File: config.mk
export PLATFORM = sky130hd
export DESIGN_NAME = snapjack_input_ctrl
export DESIGN_NICKNAME = d
export VERILOG_FILES = /design/src/rtl/snapjack_input_ctrl.sv
export SDC_FILE = /design/constraint.sdc
export NUM_CORES = 1
export LEC_CHECK = 0
export CORE_MARGIN = 2
export CORE_UTILIZATION = 50
export DETAILED_ROUTE_END_ITERATION = 10
export PLACE_DENSITY_LB_ADDON = 0.2
export SYNTH_ARGS = -nofsm -noshare
export SYNTH_HDL_FRONTEND = slang
export SYNTH_SLANG_ARGS = --single-unit
File: constraint.sdc
create_clock -name clk_sys -period 7.4 [get_ports clk_sys]
set_clock_uncertainty 0.15 [all_clocks]
set_input_delay 1.48 -clock clk_sys [delete_from_list [all_inputs] [get_ports clk_sys]]
set_output_delay 1.48 -clock clk_sys [all_outputs]
set_load 0.02 [all_outputs]
File: src/rtl/snapjack_input_ctrl.sv
// rtl/snapjack_input_ctrl.sv - PS/2 and joystick input conditioning with coin pulse shaping
module snapjack_input_ctrl #(
  parameter int COIN_PULSE_CYC = 400000,
  parameter int COIN_GAP_CYC   = 400000,
  parameter int CNT_W          = 20,
  parameter int PEND_MAX       = 3
) (
  input  logic        clk_sys,
  input  logic        reset,
  input  logic [10:0] ps2_key,
  input  logic [15:0] joystick_0,
  input  logic [15:0] joystick_1,
  input  logic        joy_coin_en,
  output logic [1:0]  but_coin_s,
  output logic [1:0]  but_fire_s,
  output logic [1:0]  but_bomb_s,
  output logic [1:0]  but_select_s,
  output logic [1:0]  but_up_s,
  output logic [1:0]  but_down_s,
  output logic [1:0]  but_left_s,
  output logic [1:0]  but_right_s,
  output logic [1:0]  but_tilt_s,
  output logic        btn_test
);

  // Key latch positions
  localparam int K_UP1   = 0;
  localparam int K_DN1   = 1;
  localparam int K_LT1   = 2;
  localparam int K_RT1   = 3;
  localparam int K_FIRE1 = 4;
  localparam int K_BOMB1 = 5;
  localparam int K_ST1   = 6;
  localparam int K_ST2   = 7;
  localparam int K_COIN1 = 8;
  localparam int K_COIN2 = 9;
  localparam int K_UP2   = 10;
  localparam int K_DN2   = 11;
  localparam int K_LT2   = 12;
  localparam int K_RT2   = 13;
  localparam int K_FIRE2 = 14;
  localparam int K_BOMB2 = 15;
  localparam int K_TEST  = 16;
  localparam int NK      = 17;

  localparam int PW = (PEND_MAX < 2) ? 1 : $clog2(PEND_MAX + 1);
  localparam logic [CNT_W-1:0] PULSE_LOAD = CNT_W'(COIN_PULSE_CYC - 1);
  localparam logic [CNT_W-1:0] GAP_LOAD   = CNT_W'(COIN_GAP_CYC - 1);
  localparam logic [PW-1:0]    PEND_SAT   = PW'(PEND_MAX);

  typedef enum logic [1:0] {
    S_IDLE  = 2'd0,
    S_PULSE = 2'd1,
    S_GAP   = 2'd2
  } coin_state_e;

  // Only the low byte of each joystick word carries controls
  logic unused_joy;
  assign unused_joy = ^{joystick_0[15:8], joystick_1[15:8]};

  logic          tog_q, tog_d;
  logic [NK-1:0] keys_q, keys_d;
  logic          key_event;
  logic          key_pressed;
  logic          key_ext;
  logic [7:0]    key_code;

  logic [1:0] up_q, up_d, down_q, down_d, left_q, left_d, right_q, right_d;
  logic [1:0] fire_q, fire_d, bomb_q, bomb_d, select_q, select_d;
  logic       test_q, test_d;

  logic start1_lvl, start2_lvl;
  logic start1_prev_q, start1_prev_d, start2_prev_q, start2_prev_d;
  logic coin1_prev_q, coin1_prev_d, coin2_prev_q, coin2_prev_d;
  logic [1:0] coin_req_q, coin_req_d;

  coin_state_e      state_q [2];
  coin_state_e      state_d [2];
  logic [CNT_W-1:0] cnt_q   [2];
  logic [CNT_W-1:0] cnt_d   [2];
  logic [PW-1:0]    pend_q  [2];
  logic [PW-1:0]    pend_d  [2];
  logic [1:0]       slot_ready;
  logic [1:0]       slot_start;

  assign key_event   = ps2_key[10] ^ tog_q;
  assign key_pressed = ps2_key[9];
  assign key_ext     = ps2_key[8];
  assign key_code    = ps2_key[7:0];

  // Decode a new PS/2 event into the addressed key latch; arrows accept either prefix
  always_comb begin
    tog_d  = ps2_key[10];
    keys_d = keys_q;
    if (key_event) begin
      case (key_code)
        8'h75:   keys_d[K_UP1] = key_pressed;
        8'h72:   keys_d[K_DN1] = key_pressed;
        8'h6B:   keys_d[K_LT1] = key_pressed;
        8'h74:   keys_d[K_RT1] = key_pressed;
        default: begin
          if (!key_ext) begin
            case (key_code)
              8'h14:        keys_d[K_FIRE1] = key_pressed;
              8'h29:        keys_d[K_BOMB1] = key_pressed;
              8'h05, 8'h16: keys_d[K_ST1]   = key_pressed;
              8'h06, 8'h1E: keys_d[K_ST2]   = key_pressed;
              8'h2E:        keys_d[K_COIN1] = key_pressed;
              8'h36:        keys_d[K_COIN2] = key_pressed;
              8'h2D:        keys_d[K_UP2]   = key_pressed;
              8'h2B:        keys_d[K_DN2]   = key_pressed;
              8'h23:        keys_d[K_LT2]   = key_pressed;
              8'h34:        keys_d[K_RT2]   = key_pressed;
              8'h1C:        keys_d[K_FIRE2] = key_pressed;
              8'h1B:        keys_d[K_BOMB2] = key_pressed;
              8'h2C:        keys_d[K_TEST]  = key_pressed;
              default:      ;
            endcase
          end
        end
      endcase
    end
  end

  // Merge key latches with joystick bits into active-low controls and detect coin requests
  always_comb begin
    up_d     = ~{keys_q[K_UP2]   | joystick_1[3], keys_q[K_UP1]   | joystick_0[3]};
    down_d   = ~{keys_q[K_DN2]   | joystick_1[2], keys_q[K_DN1]   | joystick_0[2]};
    left_d   = ~{keys_q[K_LT2]   | joystick_1[1], keys_q[K_LT1]   | joystick_0[1]};
    right_d  = ~{keys_q[K_RT2]   | joystick_1[0], keys_q[K_RT1]   | joystick_0[0]};
    fire_d   = ~{keys_q[K_FIRE2] | joystick_1[6], keys_q[K_FIRE1] | joystick_0[6]};
    bomb_d   = ~{keys_q[K_BOMB2] | joystick_1[7], keys_q[K_BOMB1] | joystick_0[7]};
    start1_lvl = keys_q[K_ST1] | joystick_0[4] | joystick_1[4];
    start2_lvl = keys_q[K_ST2] | joystick_0[5] | joystick_1[5];
    select_d = ~{start2_lvl, start1_lvl};
    test_d   = keys_q[K_TEST];

    start1_prev_d = start1_lvl;
    start2_prev_d = start2_lvl;
    coin1_prev_d  = keys_q[K_COIN1];
    coin2_prev_d  = keys_q[K_COIN2];

    // Simultaneous edges into one slot collapse into a single request
    coin_req_d[0] = (keys_q[K_COIN1] & ~coin1_prev_q)
                  | (joy_coin_en & ((start1_lvl & ~start1_prev_q) | (start2_lvl & ~start2_prev_q)));
    coin_req_d[1] = keys_q[K_COIN2] & ~coin2_prev_q;
  end

  // Register key latches, edge history and control outputs; the toggle tracks ps2_key even in reset
  always_ff @(posedge clk_sys) begin
    tog_q <= tog_d;
    if (reset) begin
      keys_q        <= '0;
      up_q          <= 2'b11;
      down_q        <= 2'b11;
      left_q        <= 2'b11;
      right_q       <= 2'b11;
      fire_q        <= 2'b11;
      bomb_q        <= 2'b11;
      select_q      <= 2'b11;
      test_q        <= 1'b0;
      start1_prev_q <= 1'b0;
      start2_prev_q <= 1'b0;
      coin1_prev_q  <= 1'b0;
      coin2_prev_q  <= 1'b0;
      coin_req_q    <= 2'b00;
    end else begin
      keys_q        <= keys_d;
      up_q          <= up_d;
      down_q        <= down_d;
      left_q        <= left_d;
      right_q       <= right_d;
      fire_q        <= fire_d;
      bomb_q        <= bomb_d;
      select_q      <= select_d;
      test_q        <= test_d;
      start1_prev_q <= start1_prev_d;
      start2_prev_q <= start2_prev_d;
      coin1_prev_q  <= coin1_prev_d;
      coin2_prev_q  <= coin2_prev_d;
      coin_req_q    <= coin_req_d;
    end
  end

  // Coin slot state register: reset drops any pulse in flight and forgets pending coins
  always_ff @(posedge clk_sys) begin
    for (int s = 0; s < 2; s++) begin
      if (reset) begin
        state_q[s] <= S_IDLE;
        cnt_q[s]   <= '0;
        pend_q[s]  <= '0;
      end else begin
        state_q[s] <= state_d[s];
        cnt_q[s]   <= cnt_d[s];
        pend_q[s]  <= pend_d[s];
      end
    end
  end

  // Coin slot next state; the last gap cycle behaves as IDLE so back-to-back coins keep the exact gap
  always_comb begin
    for (int s = 0; s < 2; s++) begin
      state_d[s] = state_q[s];
      cnt_d[s]   = cnt_q[s];
      pend_d[s]  = pend_q[s];
      slot_ready[s] = (state_q[s] == S_IDLE) || ((state_q[s] == S_GAP) && (cnt_q[s] == '0));
      slot_start[s] = slot_ready[s] && (coin_req_q[s] || (pend_q[s] != '0));

      if (slot_start[s]) begin
        state_d[s] = S_PULSE;
        cnt_d[s]   = PULSE_LOAD;
        // A request arriving as a pending coin is consumed cancels the decrement
        if ((pend_q[s] != '0) && !coin_req_q[s]) begin
          pend_d[s] = pend_q[s] - PW'(1);
        end
      end else begin
        case (state_q[s])
          S_PULSE: begin
            if (cnt_q[s] == '0) begin
              state_d[s] = S_GAP;
              cnt_d[s]   = GAP_LOAD;
            end else begin
              cnt_d[s] = cnt_q[s] - CNT_W'(1);
            end
          end
          S_GAP: begin
            if (cnt_q[s] == '0) begin
              state_d[s] = S_IDLE;
            end else begin
              cnt_d[s] = cnt_q[s] - CNT_W'(1);
            end
          end
          default: ;
        endcase
        if (coin_req_q[s] && (state_q[s] != S_IDLE) && (pend_q[s] != PEND_SAT)) begin
          pend_d[s] = pend_q[s] + PW'(1);
        end
      end
    end
  end

  // Coin slot outputs: low exactly while the slot is in PULSE
  always_comb begin
    for (int s = 0; s < 2; s++) begin
      but_coin_s[s] = (state_q[s] != S_PULSE);
    end
  end

  assign but_up_s     = up_q;
  assign but_down_s   = down_q;
  assign but_left_s   = left_q;
  assign but_right_s  = right_q;
  assign but_fire_s   = fire_q;
  assign but_bomb_s   = bomb_q;
  assign but_select_s = select_q;
  assign but_tilt_s   = 2'b11;
  assign btn_test     = test_q;

endmodule

==> flow_metrics.tcl <==
set metrics [dict create \
    r2r-start "cnt_q[1][12]" \
    first_iter_violations 213 \
    cp_data_required_time_ps 7490 \
    grt_max_degree 50 \
    synthTopCellsByCount "dfxtp_1 (87), nor2_1 (54), nor3_1 (42)" \
    relSlewSlack_pct 30.2 \
    cp_max_fo 10 \
    via_per_inst 6.05 \
    critPathArrivalTime_ps 3620 \
    final_cell_area_mm2 0.00515 \
    drt-wirelength-per-cell_um 14.9 \
    holdCritPathClass "flip-flop to flip-flop" \
    yosys.cell_types.count 66 \
    fp-row-count 34 \
    post_cts_buffers 0 \
    grt_pass1_wl_mm 17.5 \
    gr-total-overflow 0 \
    area_delta_synth_final_pct 16.4 \
    port_buffers 46 \
    timing.final.crit_share_pct 47.7 \
    setup_viol 0 \
    fmax_mhz 283 \
    cap_violations 0 \
    synth_top_area_cell "dfxtp_1" \
    hp-start "coin2_prev_q" \
    status "complete, no violations" \
    yosysTopAreaCellShare_pct 39.3 \
    syn_area_per_cell_um2 8.22 \
    crit_type "primary input to flip-flop" \
    worst_setup_path_end_kind "flip-flop" \
    synth_seq_cells 87 \
    dominantRegCellSynth "dfxtp_1" \
    htreeDepth 3 \
    core_area_mm2 0.00864 \
    ant_nets 0 \
    drive_above_1_share_pct 6.07 \
    clock_latency_ps 360 \
    synth_cells 539 \
    grt_use_total_pct 21.6 \
    worstMarginPinSlew_ps 1040 \
    synth_edf_count 0 \
    peakVddDrop_v 0.000233 \
    setup_tns_ps 0 \
    n_antenna_cell 0 \
    dp_hpwl_mm 7.10 \
    wl_mm 10.2 \
    cts_tree "done" \
    ios 65 \
    initial_core_util_pct 51.3 \
    seq_area_frac_synth_pct 39.3 \
    cts_hold_buffers 0 \
    dpl-instance-area_mm2 0.00492 \
    leakagePower_nw 1.92 \
    ys_async_sr_fraction_pct 0 \
    period_needed_ps 3530 \
    hold_viol_final 0 \
    cts_buffers 9 \
    critPathLaunch "ps2_key[4]" \
    fillers 769 \
    power_density_mw_per_mm2 313 \
    drc_errors 0 \
    antenna_found_initial 0 \
    nets 627 \
    path_clk_slew_ps 100 \
    drt_pre_antenna_iters 4 \
    clockRootBuffer "clkbuf_8" \
    rsz0062_at_grt "false" \
    syn_area_mm2 0.00443 \
    die-width_um 98.1 \
    die-area_mm2 0.00962 \
    die_h_um 98.1 \
    slew_viol_final 0 \
    cts.sinks 87 \
    yosysMostFrequentCell "dfxtp_1" \
    synth_area_leaders "dfxtp_1 (39%), nor3_1 (4.7%), o21ai_0 (4.6%)" \
    cts.repair.resized 0 \
    routabilityCongestion 0.877 \
    grt_pass1_vias 3812 \
    ys_warn_count 0 \
    cp-start-kind "primary input" \
    clockBufferDepth 2 \
    num_vias 4147 \
]
==> worst max-delay path, cell delays in order <==
cell	delay, ps
clkdlybuf4s50_1	680
nand2_1	100
nor4b_1	630
nor4b_1	440
mux2i_1	230
nor2_1	60
==> cell type report <==
cell class | instances | area (µm²) | share of cell area, %
Multi-Input combinational cell | 406 | 2500 | 48.5
Sequential cell | 87 | 1740 | 33.8
Timing Repair Buffer | 48 | 470 | 9.13
Clock inverter | 7 | 110 | 2.14
Inverter | 20 | 75.1 | 1.46
Clock buffer | 9 | 124 | 2.40
Tap cell | 108 | 135 | 2.62
==> routing by layer <==
layer  global-route usage (%)  vias to the layer above  wire (µm)
met5                        0                        -          0
met2                     35.5                      108       4890
li1                         -                     2072          -
met3                     3.08                       20        412
met1                     29.3                     1947       4760
met4                     7.59                        0        168
==> power by group <==
group          switching [W]  leakage (nW)  total (W)  internal (W)
sequential         0.0000641         0.711   0.000593      0.000529
clock               0.000194         0.116   0.000393      0.000199
combinational       0.000397          1.09   0.000627      0.000230
==> through the flow <==
| stage | cells | total power (W) | hold slack, ps | setup slack, ps | util [%] |
|---|---|---|---|---|---|
| floorplan | 540 | 0.00108 | 217 | 4150 | - |
| global placement | 669 | 0.00120 | 256 | 3520 | 57.0 |
| detailed placement | 669 | 0.00122 | 246 | 3520 | 57.0 |
| CTS | 685 | 0.00161 | 253 | 3890 | 59.7 |
| global route | 685 | 0.00173 | 265 | 3630 | 59.7 |
| finish | 685 | 0.00161 | 250 | 3870 | 59.7 |
==> cell usage in the layout (no fill, tap or decap), types with 3 or more instances in the layout <==
cell and n:
a211o_1 3, a211oi_1 5, a21o_1 3, a21oi_1 34, a311oi_1 4, a31oi_1 3, and2_1 5, and3_1 8
clkbuf_8 9, clkdlybuf4s50_1 45, dfxtp_1 87, ha_1 9, inv_1 20, inv_8 3, mux2i_1 18, nand2_1 26
nand2b_1 5, nand3_1 17, nand4_1 10, nor2_1 54, nor2b_1 10, nor3_1 42, nor3b_1 4, nor4_1 18
nor4b_1 7, o211ai_1 6, o21ai_0 41, o31ai_1 4, o32ai_1 5, or2_2 5, or3_1 11, or4_1 10
==> flip-flops by register name, summed over array words and instances (netlist names) <==
| signal | count |
|---|---|
| but_right_s | 2 |
| pend_q | 4 |
| state_q | 4 |
| start1_prev_q | 1 |
| cnt_q | 40 |
| but_bomb_s | 2 |
| but_up_s | 2 |
| start2_prev_q | 1 |
| coin_req_q | 2 |
| but_left_s | 2 |
| but_fire_s | 2 |
| btn_test | 1 |
| keys_q | 17 |
| coin2_prev_q | 1 |
| tog_q | 1 |
| coin1_prev_q | 1 |
| but_down_s | 2 |
| but_select_s | 2 |
==> final timing paths <==
kind / cells after the start / slack [ps] / end
max reg2reg: 5 / 4370 / cnt_q[1][5]
min: 1 / 250 / coin_req_q[1]
min reg2reg: 1 / 250 / coin_req_q[1]
max: 6 / 3870 / keys_q[1]
==> cell families (layout without fill, tap and decap cells) <==
family / Yosys count / count (layout) / synth area share [%]
xor+xnor: 2 / 2 / 0.396
fa+ha+maj: 9 / 9 / 2.54
compound gates: 129 / 129 / 18.6
mux: 19 / 19 / 4.32
buf+inv: 47 / 84 / 4.35
other cells: 1 / 2 / 0.0847
flops: 87 / 87 / 39.3
simple gates: 245 / 245 / 30.4
No activity file was read; power rests on OpenSTA's default activity.
